===== src/rtl/vga_spi_line_fetch.sv =====
// SPI flash line fetcher: issues READ/FAST_READ and streams one line into a ping-pong
// buffer half while the other half is presented bit-serially to the pixel pipeline.
module vga_spi_line_fetch #(
    parameter int BUFFER_BITS  = 128,
    parameter int ADDR_WIDTH   = 24,
    parameter int DUMMY_CYCLES = 8
) (
    input  logic                  clk,
    input  logic                  reset,
    input  logic                  req,
    input  logic [ADDR_WIDTH-1:0] req_addr,
    input  logic                  fast_read,
    output logic                  busy,
    output logic                  done,
    input  logic                  swap,
    output logic                  disp_sel,
    input  logic                  pix_rst,
    input  logic                  pix_en,
    output logic                  pix_data,
    output logic                  spi_cs,
    output logic                  spi_sclk,
    output logic                  spi_mosi,
    input  logic                  spi_miso
);
    localparam int IW = $clog2(BUFFER_BITS);
    localparam int PW = IW + 1;
    localparam int SW = 8 + ADDR_WIDTH;
    localparam int M1 = (ADDR_WIDTH > 8) ? ADDR_WIDTH : 8;
    localparam int M2 = (DUMMY_CYCLES > M1) ? DUMMY_CYCLES : M1;
    localparam int MX = (BUFFER_BITS > M2) ? BUFFER_BITS : M2;
    localparam int CW = $clog2(MX) + 1;

    typedef enum logic [2:0] {
        S_IDLE, S_CMD, S_ADDR, S_DUMMY, S_DATA, S_END
    } state_t;

    state_t                 state_q, state_d;
    logic [CW-1:0]          cnt_q, cnt_d;
    logic [SW-1:0]          sh_q, sh_d;
    logic                   fast_q, fast_d;
    logic                   fill_q, fill_d;
    logic                   disp_q;
    logic [PW-1:0]          ptr_q, ptr_d;
    logic [BUFFER_BITS-1:0] line_q [2];
    logic                   miso_q;

    // Flash drives on falling SCLK, so capture on rising SCLK (falling clk).
    always_ff @(negedge clk) begin
        miso_q <= spi_miso;
    end

    always_comb begin
        state_d = state_q;
        cnt_d   = cnt_q + CW'(1);
        sh_d    = sh_q;
        fast_d  = fast_q;
        fill_d  = fill_q;
        case (state_q)
            S_IDLE: begin
                cnt_d = '0;
                if (req) begin
                    state_d = S_CMD;
                    sh_d    = {(fast_read ? 8'h0B : 8'h03), req_addr};
                    fast_d  = fast_read;
                    fill_d  = ~disp_q;
                end
            end
            S_CMD: begin
                sh_d = {sh_q[SW-2:0], 1'b0};
                if (cnt_q == CW'(7)) begin
                    state_d = S_ADDR;
                    cnt_d   = '0;
                end
            end
            S_ADDR: begin
                sh_d = {sh_q[SW-2:0], 1'b0};
                if (cnt_q == CW'(ADDR_WIDTH - 1)) begin
                    cnt_d   = '0;
                    state_d = (fast_q && (DUMMY_CYCLES != 0)) ? S_DUMMY : S_DATA;
                end
            end
            S_DUMMY: begin
                if (cnt_q == CW'(DUMMY_CYCLES - 1)) begin
                    state_d = S_DATA;
                    cnt_d   = '0;
                end
            end
            S_DATA: begin
                if (cnt_q == CW'(BUFFER_BITS - 1)) begin
                    state_d = S_END;
                    cnt_d   = '0;
                end
            end
            S_END: begin
                state_d = S_IDLE;
                cnt_d   = '0;
            end
            default: begin
                state_d = S_IDLE;
                cnt_d   = '0;
            end
        endcase
    end

    always_comb begin
        ptr_d = ptr_q;
        if (pix_rst) begin
            ptr_d = '0;
        end else if (pix_en && (ptr_q < PW'(BUFFER_BITS))) begin
            ptr_d = ptr_q + PW'(1);
        end
    end

    always_ff @(posedge clk) begin
        if (!reset) begin
            state_q   <= S_IDLE;
            cnt_q     <= '0;
            sh_q      <= '0;
            fast_q    <= 1'b0;
            fill_q    <= 1'b0;
            disp_q    <= 1'b0;
            ptr_q     <= '0;
            line_q[0] <= '0;
            line_q[1] <= '0;
        end else begin
            state_q <= state_d;
            cnt_q   <= cnt_d;
            sh_q    <= sh_d;
            fast_q  <= fast_d;
            fill_q  <= fill_d;
            disp_q  <= disp_q ^ swap;
            ptr_q   <= ptr_d;
            if (state_q == S_DATA) begin
                line_q[fill_q][cnt_q[IW-1:0]] <= miso_q;
            end
        end
    end

    // The shift register empties to zero after the address, so MOSI idles low.
    assign spi_mosi = sh_q[SW-1];
    assign spi_sclk = ~clk;
    assign busy     = (state_q != S_IDLE);
    assign done     = (state_q == S_END);
    assign spi_cs   = busy && !done;
    assign disp_sel = disp_q;
    assign pix_data = (ptr_q < PW'(BUFFER_BITS)) ? line_q[disp_q][ptr_q[IW-1:0]] : 1'b0;

endmodule

===== config.mk =====
export PLATFORM = sky130hd
export DESIGN_NAME = vga_spi_line_fetch
export DESIGN_NICKNAME = d
export VERILOG_FILES = /design/src/rtl/vga_spi_line_fetch.sv
export SDC_FILE = /design/constraint.sdc
export NUM_CORES = 1
export LEC_CHECK = 0
export ABC_AREA = 1
export CAP_MARGIN = 0
export CORE_AREA = 2 2 189 191
export DETAILED_ROUTE_END_ITERATION = 6
export DIE_AREA = 0 0 191 193
export PLACE_DENSITY = 0.66
export SLEW_MARGIN = 5
export SYNTH_ARGS = -nofsm -noshare
export SYNTH_HDL_FRONTEND = slang
export SYNTH_SLANG_ARGS = --single-unit

===== constraint.sdc =====
create_clock -name clk -period 4.8 [get_ports clk]
set_input_delay 0.72 -clock clk [delete_from_list [all_inputs] [get_ports clk]]
set_output_delay 0.72 -clock clk [all_outputs]
set_load 0.005 [all_outputs]

# After elaboration in Yosys (flattened, before gate mapping)
# Memory sizes are Yosys's and may differ from the RTL's. A register that Yosys moved wholly into a read port is not among the register bits.
# Cells that the tools add are included.
dict set report word_totals {
  ff_bits 55
  mem_bits_rw 256
  input_bits 32
  output_inout_bits 7
  wordCells 73
  n_memories 1
}
# name depth word_bits rd rd_ports_with_merged_regs write_ports line
set mem_list {}
lappend mem_list {line_q 2 128 1 1 2 44} ;# logic [BUFFER_BITS-1:0] line_q [2];
dict set report op_classes {
  n_addsub 2
  magnitude_cmp 4
  n_eq_ne 13
  muxes 27
  bitwise 4
  n_reduce_logical 14
}
# op count
set op_table {}
lappend op_table {{2-to-1 mux 128 bit} 3}
lappend op_table {{OR reduction 128 bit} 1}
lappend op_table {{one-hot mux 32 bit (2 select lines)} 1}
lappend op_table {{2-to-1 mux 32 bit} 1}
lappend op_table {{2-to-1 mux 8 bit} 3}
lappend op_table {{one-hot mux 8 bit (3 select lines)} 1}
lappend op_table {{2-to-1 mux 3 bit} 6}
lappend op_table {{adder 8 x 1 -> 8 bit, second input constant} 2}
lappend op_table {{less-than comparator 7 x 8 -> 1 bit, second input constant} 2}
lappend op_table {{one-hot mux 3 bit (5 select lines)} 1}
lappend op_table {{!= test 2 bit, second input constant} 5}
lappend op_table {{equality test 8 x 3 -> 1 bit, second input constant} 1}
lappend op_table {{equality test 8 x 5 -> 1 bit, second input constant} 1}
lappend op_table {{equality test 8 x 7 -> 1 bit, second input constant} 1}
lappend op_table {{less-than comparator 8 bit, second input constant} 1}
lappend op_table {{2-to-1 mux 1 bit} 8}
lappend op_table {{binary-select mux 1 bit (select 7 bit)} 1}
lappend op_table {{demux 1 bit (select 7 bit)} 1}
lappend op_table {{greater-or-equal comparator 7 x 1 -> 1 bit, second input constant} 1}
lappend op_table {{equality test 3 x 2 -> 1 bit, second input constant} 2}
lappend op_table {{equality test 3 bit, second input constant} 2}
lappend op_table {{OR reduction 2 bit} 3}
lappend op_table {{AND reduction 5 bit} 1}
lappend op_table {{2-to-1 mux 4 bit} 1}
lappend op_table {{9 further kinds} 14}

# Longest topological paths before layout
dict set report depth {
  ltp_word 7
  depth_mapped 16
}

==> run_results.csv <==
group,metric,value,unit
yosys,synth_top_area_share,44.92,%
worst_setup_path,cpMaxStageDelayCell,"clkdlybuf4s50_1",
route,initialDrtViolationCount,1330,
floorplan,rows,69,
yosys,synth_seq_cells,312,
floorplan,die_h,193,um
cells_and_area,drive_gt1_share,7.975,%
power_and_ir_drop,power.leakage,7.126,nW
route,route.met2.wl,21.60,mm
timing,relSlewSlack,21.54,%
timing,fin_worst_skew,0.05468,ns
worst_setup_path,reg2reg_slack,0.80,ns
placed_design,hpwl,24.91,mm
route,drt-total-wl,44.84,mm
route,drcViolationCount,0,
worst_setup_path,start_kind,"clock port",
timing,rsz0062_at_grt,"no",
yosys,synth_cell_types,37,
timing,tightest_slew,1.174,ns
route,top_layer_used,"met4",
clock_network,htree_levels,2,
power_and_ir_drop,vdd_drop_max,0.2808,mV
placed_design,portBuffers,38,
yosys,synthTopCellsByCount,"559 x nand2_1, 345 x nand3_1, 283 x nor2_1",
worst_setup_path,path_buf_inv,5,
cells_and_area,regArea,8817,sq um
placed_design,pre_cts_ws,0.8867,ns
global_routing,grtUsageTotal,24.74,%
yosys,synth_most_common_cell,"nand2_1",
yosys,synth_area_leader_cell,"edfxtp_1",
worst_setup_path,critPathTopFamily,"buffers and inverters",
worst_setup_path,worstSetupPathType,"clock port to output port",
worst_setup_path,critPathMaxFanout,10,
floorplan,core_area,34960,sq um
cells_and_area,fin_nets,2051,
timing,finalHoldViolCount,0,
clock_network,cts-resized-gates,0,
clock_network,clock_latency,0.56,ns
yosys,synth_edf_count,256,
worst_setup_path,crit_arrival,3.45,ns
floorplan,dieArea,36860,sq um
yosys,seq_area_frac_synth,51.47,%
timing,finalMaxSlewViolations,0,
min_path,hold_path.class,"flop to flop",
floorplan,initial_core_util,48.95,%
worst_setup_path,crit_path_cell_trace,"clkbuf_16 -> clkbuf_16 -> clkbuf_16 -> inv_1 -> clkdlybuf4s50_1",
global_routing,grt_pass1_vias,13910,
timing,worst_slack,0.6336,ns
global_routing,antenna_found_initial,0,
run,drv_cap,0,
clock_network,cts_hold_buf,0,
cells_and_area,antennaDiodeCount,0,
worst_setup_path,required,4.08,ns
route,routedLengthMet1,18.50,mm
yosys,avgSynthCellArea,8.108,sq um
yosys,synth_flop_cell,"edfxtp_1",
clock_network,cts_inserted_buffers,36,
cells_and_area,fillers,3169,
placed_design,placed_cell_area,17660,sq um
clock_network,post_cts_buffers,0,
timing,setup_viol,0,
global_routing,grt_pass1_wl,72.48,mm
worst_setup_path,cpPeakStageDelay,0.48,ns
clock_network,clk_pin_slew,0.05,ns
timing,fin_hold_ws,0.4578,ns
yosys,syn_area,17120,sq um
route,wl_met3,3.318,mm
route,wl_per_cell,17.90,um
global_routing,grt_max_degree,160,
clock_network,cts_root_buf,"clkbuf_16",
run_status,status,"completed",
global_routing,grt-ovfl-total,0,
power_and_ir_drop,powerDensity,402.9,nW/um^2
route,ant_nets,0,
route,vias,14700,
cells_and_area,area_delta_synth_final,10.10,%
yosys,async_flop_share,0,%
floorplan,die_x,191,um
floorplan,ioPinCount,39,
cells_and_area,fin_area,18840,sq um
yosys,synth-warning-count,0,
yosys,yosys-top-cells-area,"edfxtp_1 45%, nand2_1 12%, nand3_1 10%",
yosys,syn_nets,2145,
route,firstDrtPassIters,6,
timing,finalSetupTns,0,ns
route,viasPerCell,5.868,
yosys,syn_inst,2111,
clock_network,clk_path_buf_depth,3,
worst_setup_path,timing.critical_path.mode_cell,"clkbuf_16",
placed_design,place_congestion,0.8345,
worst_setup_path,end_kind,"output port",
clock_network,cts_tree,"done",
cells_and_area,multiInputGateArea,7114,sq um
final cells by class:
cell class              instances  share of cell area, %
clock buffers                  56                  5.816
repair buffers                 75                  4.097
inverters                      94                  1.939
clock inverters                12                 0.5445
well taps                     461                  3.061
multi-input cells            1495                  37.75
flip-flops and latches        312                  46.79
sequential cells by signal, indices dropped and copies added, names as in the netlist, named ones only:
| name | cells |
|---|---|
| line_q | 256 |
| sh_q | 32 |
| cnt_q | 8 |
| ptr_q | 8 |
| state_q | 3 |
| disp_sel | 1 |
| fast_q | 1 |
| fill_q | 1 |
| miso_q | 1 |
through the flow:
| step | total power, mW | std cells | utilization (%) |
|---|---|---|---|
| 6_report | 7.593 | 2505 | 53.90 |
| 3_3_place_gp | 4.866 | 2439 | 50.51 |
| 2_1_floorplan | 4.428 | 2111 | - |
| 3_5_place_dp | 4.898 | 2439 | 50.51 |
| 5_1_grt | 7.937 | 2505 | 53.90 |
| 4_1_cts | 7.626 | 2505 | 53.90 |
path summary, 6_finish.rpt:
kind | start | endpoint | cells past startpoint
worst max register to register | miso_q$_DFF_N_ | line_q[1][104]$_SDFFCE_PN0P_ | 3
worst min-delay path | sh_q[29]$_SDFFE_PN0P_ | sh_q[29]$_SDFFE_PN0P_ | 2
worst min register to register | sh_q[29]$_SDFFE_PN0P_ | sh_q[29]$_SDFFE_PN0P_ | 2
worst max-delay path | clk | spi_sclk | 5
layout by cell type, fill, tap and decap left out, types with 5 or more instances in the layout:
| cell | netlist | final |
|---|---|---|
| o211ai_1 | 11 | 11 |
| nor4_1 | 62 | 62 |
| nor2_1 | 283 | 281 |
| nand3_1 | 345 | 345 |
| edfxtp_1 | 256 | 256 |
| inv_1 | 79 | 78 |
| clkbuf_1 | 138 | 11 |
| o21ai_0 | 63 | 63 |
| clkbuf_16 | 0 | 39 |
| buf_4 | 6 | 29 |
| dfxtp_1 | 56 | 53 |
| nand3_2 | 20 | 20 |
| a31oi_1 | 28 | 28 |
| clkbuf_8 | 0 | 6 |
| inv_2 | 14 | 13 |
| o31ai_1 | 62 | 62 |
| nor3_4 | 3 | 8 |
| clkdlybuf4s50_1 | 0 | 37 |
| buf_12 | 0 | 9 |
| nand2_1 | 559 | 559 |
| clkinv_2 | 0 | 6 |
| nor3_1 | 9 | 8 |
| nor4_4 | 5 | 5 |
| a21oi_1 | 17 | 17 |
| nor2_2 | 5 | 6 |
power by group:
part	internal (mW)	switching [mW]	leakage [nW]
clock	1.66	1.10	0.604
combinational	0.405	1.14	3.57
sequential	3.17	0.119	2.96
total	5.23	2.36	7.13
logic make-up after synthesis:
family / synth area share, %
compound gates: 6.740
simple gates: 34.26
fa+ha+maj: 0.1462
buf+inv: 7.237
flops: 51.47
xor+xnor: 0.1535
per-layer routing:
| layer | global-route usage (%) | vias to the layer above |
|---|---|---|
| li1 | - | 6998 |
| met1 | 32.46 | 7055 |
| met2 | 41.92 | 554 |
| met3 | 3.439 | 93 |
| met4 | 9.094 | 0 |
| met5 | 0 | - |
worst register-to-register path, stage by stage, from the launching register on:
cell,delay [ns]
dfxtp_1,0.32
inv_6,0.41
buf_4,0.42
nor4_1,0.10
(Power assumes the default switching activity.)
